**config.mk**
```make
export PLATFORM = sky130hd
export DESIGN_NAME = axi2mat_burst_sched_flat
export DESIGN_NICKNAME = d
export VERILOG_FILES = /design/src/rtl/axi2mat_burst_sched_if.sv /design/src/rtl/axi2mat_burst_sched.sv /design/src/flat_wrapper.sv
export SDC_FILE = /design/constraint.sdc
export NUM_CORES = 1
export LEC_CHECK = 0
export BUFFER_PORTS_ARGS = -buffer_cell sky130_fd_sc_hd__buf_2
export CAP_MARGIN = 30
export CORE_MARGIN = 2
export CORE_UTILIZATION = 60
export CTS_CLUSTER_DIAMETER = 60
export DETAILED_ROUTE_END_ITERATION = 12
export GPL_TIMING_DRIVEN = 0
export PLACE_DENSITY = 0.79
export RECOVER_POWER = 25
export REMOVE_ABC_BUFFERS = 1
export SYNTH_ARGS = -nofsm -noshare
export SYNTH_HDL_FRONTEND = slang
export SYNTH_SLANG_ARGS = --single-unit
```
**constraint.sdc**
```tcl
create_clock -name ap_clk -period 4.77 [get_ports ap_clk]
set_clock_uncertainty 0.15 [all_clocks]
set_input_delay 0 -clock ap_clk [delete_from_list [all_inputs] [get_ports ap_clk]]
set_output_delay 0 -clock ap_clk [all_outputs]
set_load 0.005 [all_outputs]
```
**src/rtl/axi2mat_burst_sched_if.sv**
```systemverilog
// Job-control, row-count FIFO and read-command signals of the burst scheduler.
// The master modport is the scheduler's view; slave is the surrounding system's view.
interface axi2mat_burst_sched_if #(
    parameter int ADDR_W = 64
);
    logic              ap_start;
    logic              ap_continue;
    logic              ap_ready;
    logic              ap_done;
    logic              ap_idle;
    logic [ADDR_W-1:0] base_addr;
    logic [31:0]       stride;
    logic [10:0]       rows;
    logic [31:0]       row_bytes;
    logic [10:0]       rows_c_din;
    logic              rows_c_full_n;
    logic              rows_c_write;
    logic [ADDR_W-1:0] cmd_addr;
    logic [31:0]       cmd_len;
    logic              cmd_valid;
    logic              cmd_ready;
    logic              cmp_valid;

    modport master (
        input  ap_start, ap_continue, base_addr, stride, rows, row_bytes,
               rows_c_full_n, cmd_ready, cmp_valid,
        output ap_ready, ap_done, ap_idle, rows_c_din, rows_c_write,
               cmd_addr, cmd_len, cmd_valid
    );

    modport slave (
        output ap_start, ap_continue, base_addr, stride, rows, row_bytes,
               rows_c_full_n, cmd_ready, cmp_valid,
        input  ap_ready, ap_done, ap_idle, rows_c_din, rows_c_write,
               cmd_addr, cmd_len, cmd_valid
    );
endinterface

```
**src/rtl/axi2mat_burst_sched.sv**
```systemverilog
// Frame read scheduler: forwards the row count downstream, then issues one
// contiguous or per-row strided read command stream with an outstanding limit.
module axi2mat_burst_sched #(
    parameter int ADDR_W  = 64,
    parameter int MAX_OUT = 4
) (
    input  logic ap_clk,
    input  logic ap_rst,
    axi2mat_burst_sched_if.master bus
);
    typedef enum logic [2:0] {S_IDLE, S_FWD, S_ISSUE, S_DRAIN, S_DONE} state_e;

    localparam logic [3:0]  MAX_Q  = 4'(MAX_OUT);
    localparam logic [31:0] CONTIG = 32'hFFFF_FFFF;

    state_e            state_q, state_d;
    logic [ADDR_W-1:0] addr_q, addr_d;
    logic [31:0]       stride_q, stride_d;
    logic [31:0]       len_q, len_d;
    logic [10:0]       rows_q, rows_d;
    logic [10:0]       left_q, left_d;
    logic [3:0]        out_q, out_d;

    logic can_issue, xfer, fifo_wr, cmp_ok;

    assign can_issue = (state_q == S_ISSUE) && (out_q != MAX_Q);
    assign xfer      = can_issue && bus.cmd_ready;
    assign fifo_wr   = (state_q == S_FWD) && bus.rows_c_full_n;
    // Completions with nothing outstanding (e.g. stragglers from before a reset) are dropped.
    assign cmp_ok    = bus.cmp_valid && (out_q != 4'd0);

    always_ff @(posedge ap_clk or posedge ap_rst) begin
        if (ap_rst) begin
            state_q <= S_IDLE;
        end else begin
            state_q <= state_d;
        end
    end

    always_comb begin
        state_d = state_q;
        case (state_q)
            S_IDLE:  if (bus.ap_start)              state_d = S_FWD;
            S_FWD:   if (fifo_wr)                   state_d = (rows_q != 11'd0) ? S_ISSUE : S_DRAIN;
            S_ISSUE: if (xfer && left_q == 11'd1)   state_d = S_DRAIN;
            S_DRAIN: if (out_q == 4'd0)             state_d = S_DONE;
            S_DONE:  if (bus.ap_continue)           state_d = S_IDLE;
            default:                                state_d = S_IDLE;
        endcase
    end

    always_comb begin
        bus.ap_idle      = (state_q == S_IDLE);
        bus.ap_ready     = fifo_wr;
        bus.ap_done      = (state_q == S_DONE);
        bus.rows_c_write = fifo_wr;
        bus.rows_c_din   = rows_q;
        bus.cmd_valid    = can_issue;
        bus.cmd_addr     = addr_q;
        bus.cmd_len      = len_q;
    end

    // Strided addresses come from a running accumulator; only the one-off
    // contiguous length uses a multiply, and it is computed at capture time.
    always_comb begin
        addr_d   = addr_q;
        stride_d = stride_q;
        len_d    = len_q;
        rows_d   = rows_q;
        left_d   = left_q;
        if (state_q == S_IDLE && bus.ap_start) begin
            addr_d   = bus.base_addr;
            stride_d = bus.stride;
            rows_d   = bus.rows;
            if (bus.stride == CONTIG) begin
                len_d  = bus.row_bytes * {21'd0, bus.rows};
                left_d = 11'd1;
            end else begin
                len_d  = bus.row_bytes;
                left_d = bus.rows;
            end
        end else if (xfer) begin
            addr_d = addr_q + ADDR_W'(stride_q);
            left_d = left_q - 11'd1;
        end
        case ({xfer, cmp_ok})
            2'b10:   out_d = out_q + 4'd1;
            2'b01:   out_d = out_q - 4'd1;
            default: out_d = out_q;
        endcase
    end

    always_ff @(posedge ap_clk or posedge ap_rst) begin
        if (ap_rst) begin
            addr_q   <= '0;
            stride_q <= '0;
            len_q    <= '0;
            rows_q   <= '0;
            left_q   <= '0;
            out_q    <= '0;
        end else begin
            addr_q   <= addr_d;
            stride_q <= stride_d;
            len_q    <= len_d;
            rows_q   <= rows_d;
            left_q   <= left_d;
            out_q    <= out_d;
        end
    end
endmodule

```
**src/flat_wrapper.sv**
```systemverilog
// flat-port wrapper written by rule: the top's interface ports become plain ports
module axi2mat_burst_sched_flat 
#(
    parameter int ADDR_W  = 64,
    parameter int MAX_OUT = 4
)
  (ap_clk, ap_rst, bus_ap_start, bus_ap_continue, bus_base_addr, bus_stride, bus_rows, bus_row_bytes, bus_rows_c_full_n, bus_cmd_ready, bus_cmp_valid, bus_ap_ready, bus_ap_done, bus_ap_idle, bus_rows_c_din, bus_rows_c_write, bus_cmd_addr, bus_cmd_len, bus_cmd_valid);
  axi2mat_burst_sched_if #(.ADDR_W(ADDR_W)) bus_i ();
  input  logic ap_clk;
  input  logic ap_rst;
  input wire logic [$bits(bus_i.ap_start)-1:0] bus_ap_start;
  input wire logic [$bits(bus_i.ap_continue)-1:0] bus_ap_continue;
  input wire logic [$bits(bus_i.base_addr)-1:0] bus_base_addr;
  input wire logic [$bits(bus_i.stride)-1:0] bus_stride;
  input wire logic [$bits(bus_i.rows)-1:0] bus_rows;
  input wire logic [$bits(bus_i.row_bytes)-1:0] bus_row_bytes;
  input wire logic [$bits(bus_i.rows_c_full_n)-1:0] bus_rows_c_full_n;
  input wire logic [$bits(bus_i.cmd_ready)-1:0] bus_cmd_ready;
  input wire logic [$bits(bus_i.cmp_valid)-1:0] bus_cmp_valid;
  output wire logic [$bits(bus_i.ap_ready)-1:0] bus_ap_ready;
  output wire logic [$bits(bus_i.ap_done)-1:0] bus_ap_done;
  output wire logic [$bits(bus_i.ap_idle)-1:0] bus_ap_idle;
  output wire logic [$bits(bus_i.rows_c_din)-1:0] bus_rows_c_din;
  output wire logic [$bits(bus_i.rows_c_write)-1:0] bus_rows_c_write;
  output wire logic [$bits(bus_i.cmd_addr)-1:0] bus_cmd_addr;
  output wire logic [$bits(bus_i.cmd_len)-1:0] bus_cmd_len;
  output wire logic [$bits(bus_i.cmd_valid)-1:0] bus_cmd_valid;
  assign bus_i.ap_start = bus_ap_start;
  assign bus_i.ap_continue = bus_ap_continue;
  assign bus_i.base_addr = bus_base_addr;
  assign bus_i.stride = bus_stride;
  assign bus_i.rows = bus_rows;
  assign bus_i.row_bytes = bus_row_bytes;
  assign bus_i.rows_c_full_n = bus_rows_c_full_n;
  assign bus_i.cmd_ready = bus_cmd_ready;
  assign bus_i.cmp_valid = bus_cmp_valid;
  assign bus_ap_ready = bus_i.ap_ready;
  assign bus_ap_done = bus_i.ap_done;
  assign bus_ap_idle = bus_i.ap_idle;
  assign bus_rows_c_din = bus_i.rows_c_din;
  assign bus_rows_c_write = bus_i.rows_c_write;
  assign bus_cmd_addr = bus_i.cmd_addr;
  assign bus_cmd_len = bus_i.cmd_len;
  assign bus_cmd_valid = bus_i.cmd_valid;
  axi2mat_burst_sched #(.ADDR_W(ADDR_W), .MAX_OUT(MAX_OUT)) u_core (.ap_clk(ap_clk), .ap_rst(ap_rst), .bus(bus_i));
endmodule
```
# Yosys cells after proc, flatten, opt, wreduce, memory -nomap -nowiden
# Index checks and enable logic that the tools add are counted.
# W data, S select, Z words.
classes:
  add_sub_neg: 4
  mul: 1
  eq_ne: 14
  n_mux: 14
  reduce_logical: 13
op_table:
  columns: ["operator", "count"]
  rows:
  - ["$mux W64", 2]
  - ["$add A64 B32 Y64", 1]
  - ["$mux W11", 3]
  - ["$eq A32 B32 Y1 const B", 1]
  - ["$mul A32 B11 Y32", 1]
  - ["$mux W32", 1]
  - ["$mux W3", 5]
  - ["$pmux W3 S5", 1]
  - ["$eq A11 B1 Y1 const B", 1]
  - ["$reduce_bool A11 Y1", 1]
  - ["$sub A11 B1 Y11 const B", 1]
  - ["$ne A2 B2 Y1 const B", 4]
  - ["$pmux W4 S2", 1]
  - ["$eq A3 B2 Y1 const B", 2]
  - ["$logic_and A1 B1 Y1", 6]
  - ["$reduce_and A5 Y1", 1]
  - ["$add A4 B1 Y4 const B", 1]
  - ["$logic_not A4 Y1", 1]
  - ["$ne A4 B3 Y1 const B", 1]
  - ["$reduce_bool A2 Y1", 2]
  - ["$reduce_bool A4 Y1", 1]
  - ["$sub A4 B1 Y4 const B", 1]
  - ["$eq A3 B1 Y1 const B", 1]
  - ["$eq A3 B3 Y1 const B", 1]
  - ["5 further kinds", 5]
totals:
  regBits: 157
  input_bits: 146
  output_inout_bits: 112
  wordCells: 53

# Longest topological paths before layout
logic_depth:
  depth_word: 6
  depth_mapped: 22
  mapped_depth_nobuf: 20

# Worst setup path before layout
# OpenSTA, ideal clock, no wires.
synth_path:
  kind: "input -> register"
  start: "input bus_rows[4]"
  end: "register u_core.len_q[28] (netlist: u_core.bus.cmd_len[28])"
  setup_ns: 0.122
  arrival_time_ns: 5.071
  required_ns: 4.498
  setup_slack_ns: -0.573
  path_stages: 20
  path_buffers: 2
  cell_sequence: "clkbuf_1 buf_1 nand2_1 fa_1 fa_1 fa_1 inv_1 fa_1 inv_1 fa_1 inv_1 ha_1 a21o_1 a21oi_1 nor2_1 nor3_1 a21oi_1 o41ai_1 mux2i_1 nand2_1"
synth_between:
  elab_chain_len: 2
synth_rtl:
  columns: ["item", "line", "source"]
  rows:
  - ["start, declared", "flat_wrapper.sv:15", "input wire logic [$bits(bus_i.rows)-1:0] bus_rows;"]
  - ["$mul A32 B11 Y32", "axi2mat_burst_sched.sv:76", "len_d = bus.row_bytes * {21'd0, bus.rows};"]
  - ["$mux W32", "axi2mat_burst_sched.sv:75", "if (bus.stride == CONTIG) begin"]
  - ["end signal, assigned", "axi2mat_burst_sched.sv:104", "len_q <= len_d;"]
  - ["end, declared", "axi2mat_burst_sched.sv:19", "logic [31:0] len_q, len_d;"]
# No other way between the ends.
# A chain may end at the register's enable or synchronous reset.

# Worst setup path after layout
layout_path:
  start: "input bus_rows[4]"
  end: "register u_core.len_q[26] (netlist: u_core.bus.cmd_len[26])"
# Same word-level chain as after synthesis.

==> metrics <==
maximum VDD drop 0.000678 V; vias post-DR 17200; fill count 1957; Clock Pin Slew Worst Setup and Hold Paths 0.08 ns; pwr dens 727 mW/mm^2; fraction of layout cells with a size suffix above 1 14.8%; Crit Path Category in -> reg; Die ar. 0.0309 sq mm; Async SR Flop Fraction 100%; row cnt 62; hold crit path type in -> reg; Post-Synthesis Cells 2097; initial antenna violation count 0; Worst Setup End Kind flop; initial DRC count 1899; Num CTS Buffers 17; pin count of the biggest net entering global routing 95; gp weighted congestion 0.924; CP required 5.00 ns; TritonRoute pass-1 iters 6; Core ar. 0.0289 sq mm; Main synth FF type dfrtp_1; Layout area overhead 23.9%; Final setup viols 0; Root Buffer clkbuf_16; drt total wl 57800 um; hold_ws -0.0655 ns; Die W 176 um; syn_area_per_cell 8.43 sq um; min cycle time layout 4.69 ns; Seq/Total Area, Yosys 22.2%; grt total ovfl 0; WL/cell 20.5 um; vias per cell 6.11; Final Slew Violations 64; Post-synth EDFFs 0; # IOs 258; Hold Vio Cnt, Final 1; final period utilization 98.3%; Die Span Y 176 um; Sink Count 157; Initial Util 61.3%; vias in the first global route 17500; DRC Markers 0; fin util 75.9%; dpl hpwl 36100 um; number of distinct standard cells referenced by the synthesized netlist 69; total global-route track usage 37.0%; synthesis warning total 0; Leakage Power 10.3 nW; Worst Max-Slew Pin Slew 3.08 ns; Power Total 0.0159 W; Rel. slew slack -106%; worst-skew pair later-pin latency 0.45 ns; Seq cells post-synth 157; failing checks negative hold slack, max-capacitance violations, max-slew violations; Achievable Freq 0.213 GHz; Max clock buf depth 2; nets@finish 2867; number of port buffers 257; first-pass GRT wire length 89400 um; Worst Path Max Fanout 29; max_cap viols 1; CTS tree yes; number of antenna-violating nets in the routed design 0; status finished, violations left; htree depth 4; Worst setup SP type input port; RSZ-0062 raised after global routing yes; Syn Std Cell Area 0.0177 sq mm; Arr. time, crit path 4.92 ns
critical path, stage by stage:
cell and delay (ns):
buf_12 0.17, nand2_1 0.10, fa_1 0.50, fa_1 0.52, inv_1 0.05, fa_1 0.50, fa_1 0.55, inv_1 0.06
fa_1 0.54, inv_1 0.08, ha_4 0.27, and2_1 0.19, nor3b_2 0.17, nor4b_4 0.38, a21oi_4 0.14, or3_1 0.33
a31o_2 0.23, a21oi_1 0.13
path summary, 6_finish.rpt:
path / startpoint / to / slack (ns) / depth (start not counted)
setup / recovery: bus_rows[4] / u_core.bus.cmd_len[26] / 0.08 / 18
hold / removal: bus_row_bytes[16] / u_core.bus.cmd_len[16] / -0.07 / 4
setup reg to reg: u_core.state_q[2] / u_core.out_q[3] / 0.52 / 12
hold reg to reg: u_core.stride_q[5] / u_core.stride_q[5] / 0.33 / 2
max in group asynchronous: ap_rst / u_core.stride_q[31] / 2.21 / 3
min in group asynchronous: ap_rst / u_core.bus.cmd_addr[28] / 0.87 / 3
power by group:
| part | internal, W | switching, W | total, W |
|---|---|---|---|
| combinational | 0.00521 | 0.00670 | 0.0119 |
| clock | 0.000707 | 0.000702 | 0.00141 |
| sequential | 0.00197 | 0.000618 | 0.00259 |
flip-flops by register name (all words and copies together) (netlist names):
signal / flops
u_core.bus.cmd_len: 32
u_core.stride_q: 32
u_core.state_q: 3
u_core.bus.rows_c_din: 11
u_core.out_q: 4
u_core.left_q: 11
u_core.bus.cmd_addr: 64
synth_stat cells (11+ instances only):
cell type | instances | area, sq um
o31ai_1 | 14 | 105
o22ai_1 | 12 | 75.1
xnor2_1 | 61 | 534
o21ai_0 | 77 | 385
xor2_1 | 31 | 272
and3_1 | 32 | 200
nor2_1 | 85 | 319
or3_1 | 13 | 81.3
nor3_1 | 27 | 135
nand2_1 | 432 | 1620
o211ai_1 | 11 | 82.6
and2_1 | 116 | 726
ha_1 | 86 | 1080
fa_1 | 221 | 4420
dfrtp_1 | 157 | 3930
a31oi_1 | 35 | 219
a21oi_1 | 118 | 591
nand4_1 | 20 | 125
a21o_1 | 20 | 150
nand3_1 | 28 | 140
a211oi_1 | 16 | 120
inv_1 | 247 | 927
clkbuf_1 | 104 | 390
o21a_1 | 13 | 97.6
cell type report:
class	instances	area, sq um	share of cell area, %
inverter	248	932	4.26
antenna	2	5.00	0.0228
sequential	157	3930	17.9
multi-input combinational	1578	12800	58.3
clock buffer	17	425	1.94
timing repair buffer	412	3190	14.6
clock inverter	15	168	0.765
tap	384	480	2.19
through the flow:
stage	TNS, ns	cells	instance area (sq um)	hold WS [ns]	setup slack, ns
2_1_floorplan	-0.411	1983	17200	-0.0446	-0.0803
3_3_place_gp	-314.60	2624	19000	0.0545	-1.65
3_5_place_dp	-20.06	2628	19100	-0.0667	-1.33
4_1_cts	0	2805	21400	0.00437	0.00457
5_1_grt	-0.294	2811	21900	0.0148	-0.0615
6_report	0	2813	21900	-0.0655	0.0793
per-layer routing:
metal	vias up	global-route usage [%]	wire [um]
li1	7422	-	-
met1	8329	45.7	20700
met2	1138	61.0	27300
met3	301	7.68	5910
met4	0	20.8	3890
met5	-	0	0
cells in the final DEF (no fill, tap or decap), types with 71 or more instances in the layout:
master         synthesis  layout
nand2_1              432     428
inv_1                247     246
fa_1                 221     218
buf_2                  4     206
dfrtp_1              157     157
dlygate4sd3_1          0     141
and2_1               116     112
a21oi_1              118     105
nor2_1                85      81
ha_1                  86      71
cell families (layout without fill, tap and decap cells):
logic type / Yosys count / after routing / synth area share [%]
xor gates and xnor gates: 92 / 92 / 4.56
AOI/OAI and AO/OA: 365 / 365 / 12.6
and+or+nand+nor: 807 / 807 / 21.3
DFF: 157 / 157 / 22.2
adders and majority gates: 307 / 307 / 31.1
other: 0 / 2 / 0
buffers and inverters: 362 / 692 / 7.80
muxes: 7 / 7 / 0.403
timing repair:
action	CTS	global route
gates resized for setup	61	98
hold endpoints to repair	308	0
setup buffers	4	2
pin swaps	7	42
cloned	0	4
endpoints found under the setup margin	21	18
hold buffers	141	0
Note: power is estimated with default switching activity, not from simulation.
